===== config.mk =====
export PLATFORM = sky130hd
export DESIGN_NAME = seq_det_ctrl
export DESIGN_NICKNAME = d
export VERILOG_FILES = /design/src/rtl/seq_det_pkg.sv /design/src/rtl/seq_det_shreg.sv /design/src/rtl/seq_det_ctrl.sv
export SDC_FILE = /design/constraint.sdc
export NUM_CORES = 1
export LEC_CHECK = 0
export ABC_AREA = 1
export BUFFER_PORTS_ARGS = -buffer_cell sky130_fd_sc_hd__buf_4
export CAP_MARGIN = 40
export CORE_MARGIN = 4
export CORE_UTILIZATION = 51
export DETAILED_ROUTE_END_ITERATION = 6
export GPL_TIMING_DRIVEN = 0
export PLACE_DENSITY = 0.86
export SYNTH_ARGS = -nofsm -noshare
export SYNTH_HDL_FRONTEND = slang
export SYNTH_HIERARCHICAL = 1
export SYNTH_SLANG_ARGS = --single-unit

===== constraint.sdc =====
create_clock -name clk -period 1.7 [get_ports clk]
set_input_delay 0.255 -clock clk [delete_from_list [all_inputs] [get_ports clk]]
set_output_delay 0.255 -clock clk [all_outputs]
set_load 0.05 [all_outputs]

===== src/rtl/seq_det_pkg.sv =====
// Shared types for the sequence-detector sequencer: one-hot FSM encoding
// and the result-width helper.
package seq_det_pkg;

    typedef enum logic [2:0] {
        S_IDLE  = 3'b001,
        S_SHIFT = 3'b010,
        S_DONE  = 3'b100
    } state_t;

    // Bits needed to hold a count from 0 to width inclusive.
    function automatic int calc_cw(input int width);
        return $clog2(width + 1);
    endfunction

endpackage


===== src/rtl/seq_det_shreg.sv =====
// WIDTH-bit parallel-load, shift-left register; the MSB is the serial output.
module seq_det_shreg #(
    parameter int WIDTH = 10
) (
    input  logic             clk,
    input  logic             rst,
    input  logic             load,
    input  logic             shift,
    input  logic [WIDTH-1:0] data,
    output logic             msb
);

    logic [WIDTH-1:0] q;

    // NOTE: sequential state uses non-blocking assignments so every register
    // samples its inputs from before the edge, independent of block order.
    always_ff @(posedge clk) begin
        if (rst) begin
            q <= '0;
        end else if (load) begin
            q <= data;
        end else if (shift) begin
            q <= {q[WIDTH-2:0], 1'b0};
        end
    end

    assign msb = q[WIDTH-1];

endmodule


===== src/rtl/seq_det_ctrl.sv =====
// Sequencer that feeds a parallel word MSB-first into the sequence detector and
// collects hit statistics. Define SEQ_DET_HIT_MASK_EN to build the per-bit hit mask.
module seq_det_ctrl
    import seq_det_pkg::*;
#(
    parameter  int WIDTH = 10,
    localparam int CW    = calc_cw(WIDTH)
) (
    input  logic             clk,
    input  logic             rst,
    input  logic             start,
    input  logic [WIDTH-1:0] data,
    output logic             busy,
    output logic             done,
    output logic             det_rst,
    output logic             det_w,
    input  logic             det_z,
    output logic [CW-1:0]    hit_cnt,
    output logic             hit_any,
    output logic [CW-1:0]    first_idx,
    output logic [WIDTH-1:0] hit_mask
);

    state_t          state;
    state_t          next_state;
    logic   [CW-1:0] idx;
    logic            accept;
    logic            shifting;
    logic            last_bit;
    logic            ser_bit;

    assign accept   = (state == S_IDLE) && start;
    assign shifting = (state == S_SHIFT);
    assign last_bit = (idx == CW'(WIDTH - 1));

    seq_det_shreg #(.WIDTH(WIDTH)) u_shreg (
        .clk   (clk),
        .rst   (rst),
        .load  (accept),
        .shift (shifting),
        .data  (data),
        .msb   (ser_bit)
    );

    always_ff @(posedge clk) begin
        if (rst) begin
            state <= S_IDLE;
        end else begin
            state <= next_state;
        end
    end

    // NOTE: a default assignment ahead of the case keeps every path driven,
    // so no latch is inferred for next_state.
    always_comb begin
        next_state = state;
        case (state)
            S_IDLE:  if (start) next_state = S_SHIFT;
            S_SHIFT: if (last_bit) next_state = S_DONE;
            S_DONE:  next_state = S_IDLE;
            default: next_state = S_IDLE;
        endcase
    end

    always_comb begin
        busy    = 1'b0;
        done    = 1'b0;
        det_rst = 1'b1;
        det_w   = 1'b0;
        case (state)
            S_SHIFT: begin
                busy    = 1'b1;
                det_rst = 1'b0;
                det_w   = ser_bit;
            end
            S_DONE: begin
                busy = 1'b1;
                done = 1'b1;
            end
            default: ;
        endcase
    end

    // Results clear on an accepted start and are otherwise held outside SHIFT.
    always_ff @(posedge clk) begin
        if (rst) begin
            idx       <= '0;
            hit_cnt   <= '0;
            hit_any   <= 1'b0;
            first_idx <= '0;
        end else if (accept) begin
            idx       <= '0;
            hit_cnt   <= '0;
            hit_any   <= 1'b0;
            first_idx <= '0;
        end else if (shifting) begin
            idx <= idx + CW'(1);
            if (det_z) begin
                if (hit_cnt != CW'(WIDTH)) begin
                    hit_cnt <= hit_cnt + CW'(1);
                end
                if (!hit_any) begin
                    hit_any   <= 1'b1;
                    first_idx <= idx;
                end
            end
        end
    end

`ifdef SEQ_DET_HIT_MASK_EN
    logic [WIDTH-1:0] mask_q;

    // Mask starts cleared each run, so only hits need to set bits.
    always_ff @(posedge clk) begin
        if (rst) begin
            mask_q <= '0;
        end else if (accept) begin
            mask_q <= '0;
        end else if (shifting && det_z) begin
            mask_q <= mask_q | (WIDTH'(1) << idx);
        end
    end

    assign hit_mask = mask_q;
`else
    assign hit_mask = '0;
`endif

endmodule


==> results.json <==
{
  "tns_ns": 0,
  "ir_worst_vdd_uv": 486.5,
  "numCtsBuffers": 3,
  "power_leakage_nw": 0.8359,
  "synth_cell_types": 21,
  "fillCellCount": 245,
  "place_area_sq_um": 1647,
  "critPathArrivalTime_ns": 1.36,
  "grt_first_pass_wirelength_microns": 4443,
  "clk_pin_slew_ns": 0.13,
  "wl_per_cell_microns": 9.606,
  "grtUsageTotal_pct": 15.79,
  "drt-initial-drc-count": 31,
  "rsz0062_at_grt": "no",
  "antenna_found_initial": 0,
  "drt-total-wl_microns": 2536,
  "vias": 1243,
  "synth-edff-count": 0,
  "synth.top_cell.area_share_pct": 37.92,
  "drc": 0,
  "report.final.slew_viol_count": 0,
  "io-pin-count": 37,
  "synth-seq-area-share_pct": 37.92,
  "max_freq_mhz": 619.7,
  "cts_tree": "built",
  "netlist_area_sq_um": 1373,
  "hold_path_class": "in -> reg",
  "overflow": 0,
  "viasPerCell": 4.708,
  "port_buffers": 26,
  "gp_congestion": 0.7789,
  "start_util_pct": 54.41,
  "coreArea_sq_um": 2522,
  "synth_common_cells": "nand2_1, dfxtp_1, nand3_1, inv_1, nor2_1",
  "fin_skew_ns": 0.007845,
  "start_kind": "flip-flop",
  "synth_top_area_cell": "dfxtp_1",
  "maxCapViolCount": 0,
  "grt_max_degree": 14,
  "ys.flop_type": "dfxtp_1",
  "hold_viol": 0,
  "async_flop_share_pct": 0,
  "syn_avg_cell_area_sq_um": 7.039,
  "worstSkewPairLatency_ns": 0.31,
  "die_w_microns": 59.88,
  "fin_crit_ns": 1.614,
  "syn_to_final_growth_pct": 22.24,
  "crit_required_ns": 1.44,
  "dr.pass1.iters": 4,
  "yosysMostFrequentCell": "nand2_1",
  "critPathMaxFanout": 3,
  "setup_violations": 0,
  "dp_hpwl_microns": 1897,
  "cts_buffer_depth": 2,
  "fp-row-count": 18,
  "yosysWarnings": 6,
  "run_status": "finished, final reports clean",
  "clock-sinks": 26,
  "cp-end-kind": "primary output",
  "diodes": 0,
  "drive_gt1_share_pct": 25.21,
  "ctsHoldBuffers": 0,
  "period_share_pct": 94.92,
  "clockRootBuffer": "clkbuf_4",
  "fp.dieH_microns": 59.88,
  "synth-seq-cells": 26,
  "synthTopCellsByArea": "dfxtp_1, nand2_1, nand3_1, inv_1, buf_4",
  "ant_nets": 0,
  "syn_inst": 195,
  "final_nets": 254,
  "whs_ns": 0.1659,
  "critPathKind": "reg -> out",
  "stdcell_area_sq_um": 1678,
  "grt_pass1_vias": 1097,
  "h-tree-depth": 1,
  "die-area_sq_um": 3585,
  "power_density_nw_per_um2": 698.4
}
cells in the final DEF, fill, tap and decap left out, drive strengths merged:
| cell type | instances |
|---|---|
| a21oi | 11 |
| buf | 39 |
| clkbuf | 3 |
| conb | 10 |
| dfxtp | 26 |
| ha | 4 |
| inv | 29 |
| nand2 | 56 |
| nand3 | 28 |
| nand4 | 2 |
| nor2 | 17 |
| nor3 | 5 |
| o211ai | 1 |
| or2 | 2 |
| xor2 | 1 |
sequential cells by signal, summed over array words and instances, names as in the netlist:
| signal | cells |
|---|---|
| hit_any | 1 |
| u_shreg/q | 10 |
| hit_cnt | 4 |
| idx | 4 |
| first_idx | 4 |
| state | 3 |
critical path: stages, from the launching register on:
cell and delay (ns):
dfxtp_2 0.36, inv_1 0.07, nand2_1 0.10, nor2_4 0.05
or2_2 0.28, buf_4 0.19
layer usage:
layer	global-route usage, %	wire length, microns
met1	19.92	1179
met3	2.592	114
met2	26.70	1208
met5	0	0
met4	6.013	34
timing repair:
item / 4_1_cts / 5_1_grt
buffers inserted: 1 / 0
gates resized for setup: 0 / 1
pin swaps: 1 / 0
setup endpoints to repair: 1 / 1
where the power goes:
| group | internal (W) | switching, W |
|---|---|---|
| clock network | 0.0000826 | 0.000164 |
| logic | 0.0000921 | 0.000174 |
| registers | 0.000638 | 0.0000207 |
| total | 0.000812 | 0.000359 |
area by class of cell:
class | count | area, sq um | share of cell area [%]
inverters | 29 | 108.9 | 6.488
plain buffers | 12 | 93.84 | 5.593
multi-input cells | 137 | 690.7 | 41.16
well taps | 30 | 37.54 | 2.237
flip-flops and latches | 26 | 521.8 | 31.10
clock buffers | 3 | 22.52 | 1.342
repair buffers | 27 | 202.7 | 12.08
logic make-up (layout without fill, tap and decap cells):
| logic type | after synthesis | in the layout | share of synthesized area, % |
|---|---|---|---|
| AND/OR/NAND/NOR | 110 | 110 | 38.19 |
| buffers and inverters | 41 | 71 | 14.77 |
| flip-flops | 26 | 26 | 37.92 |
| AO/OA/AOI/OAI | 12 | 12 | 4.558 |
| adder cells (fa/ha/maj) | 4 | 4 | 3.646 |
| other | 1 | 10 | 0.2732 |
| XOR/XNOR | 1 | 1 | 0.6382 |
final timing paths:
kind / from / end / slack, ns / cells past startpoint
hold reg to reg: u_shreg/q[8] / u_shreg/q[8] / 0.48 / 2
setup reg to reg: state[0] / u_shreg/q[9] / 0.20 / 9
setup / recovery: state[2] / busy / 0.09 / 5
hold / removal: rst / state[2] / 0.17 / 2
per-stage QoR:
stage | power (W) | setup WS [ns] | std cells | util (%)
floorplan | 0.0008746 | 0.008693 | 204 | -
global placement | 0.0009318 | 0.2626 | 260 | 65.28
detailed placement | 0.0009371 | 0.2093 | 260 | 65.28
CTS | 0.001188 | 0.04037 | 264 | 66.47
global route | 0.001237 | 0.01594 | 264 | 66.52
finish | 0.001172 | 0.08630 | 264 | 66.52
Note: power is estimated with default switching activity, not from simulation.
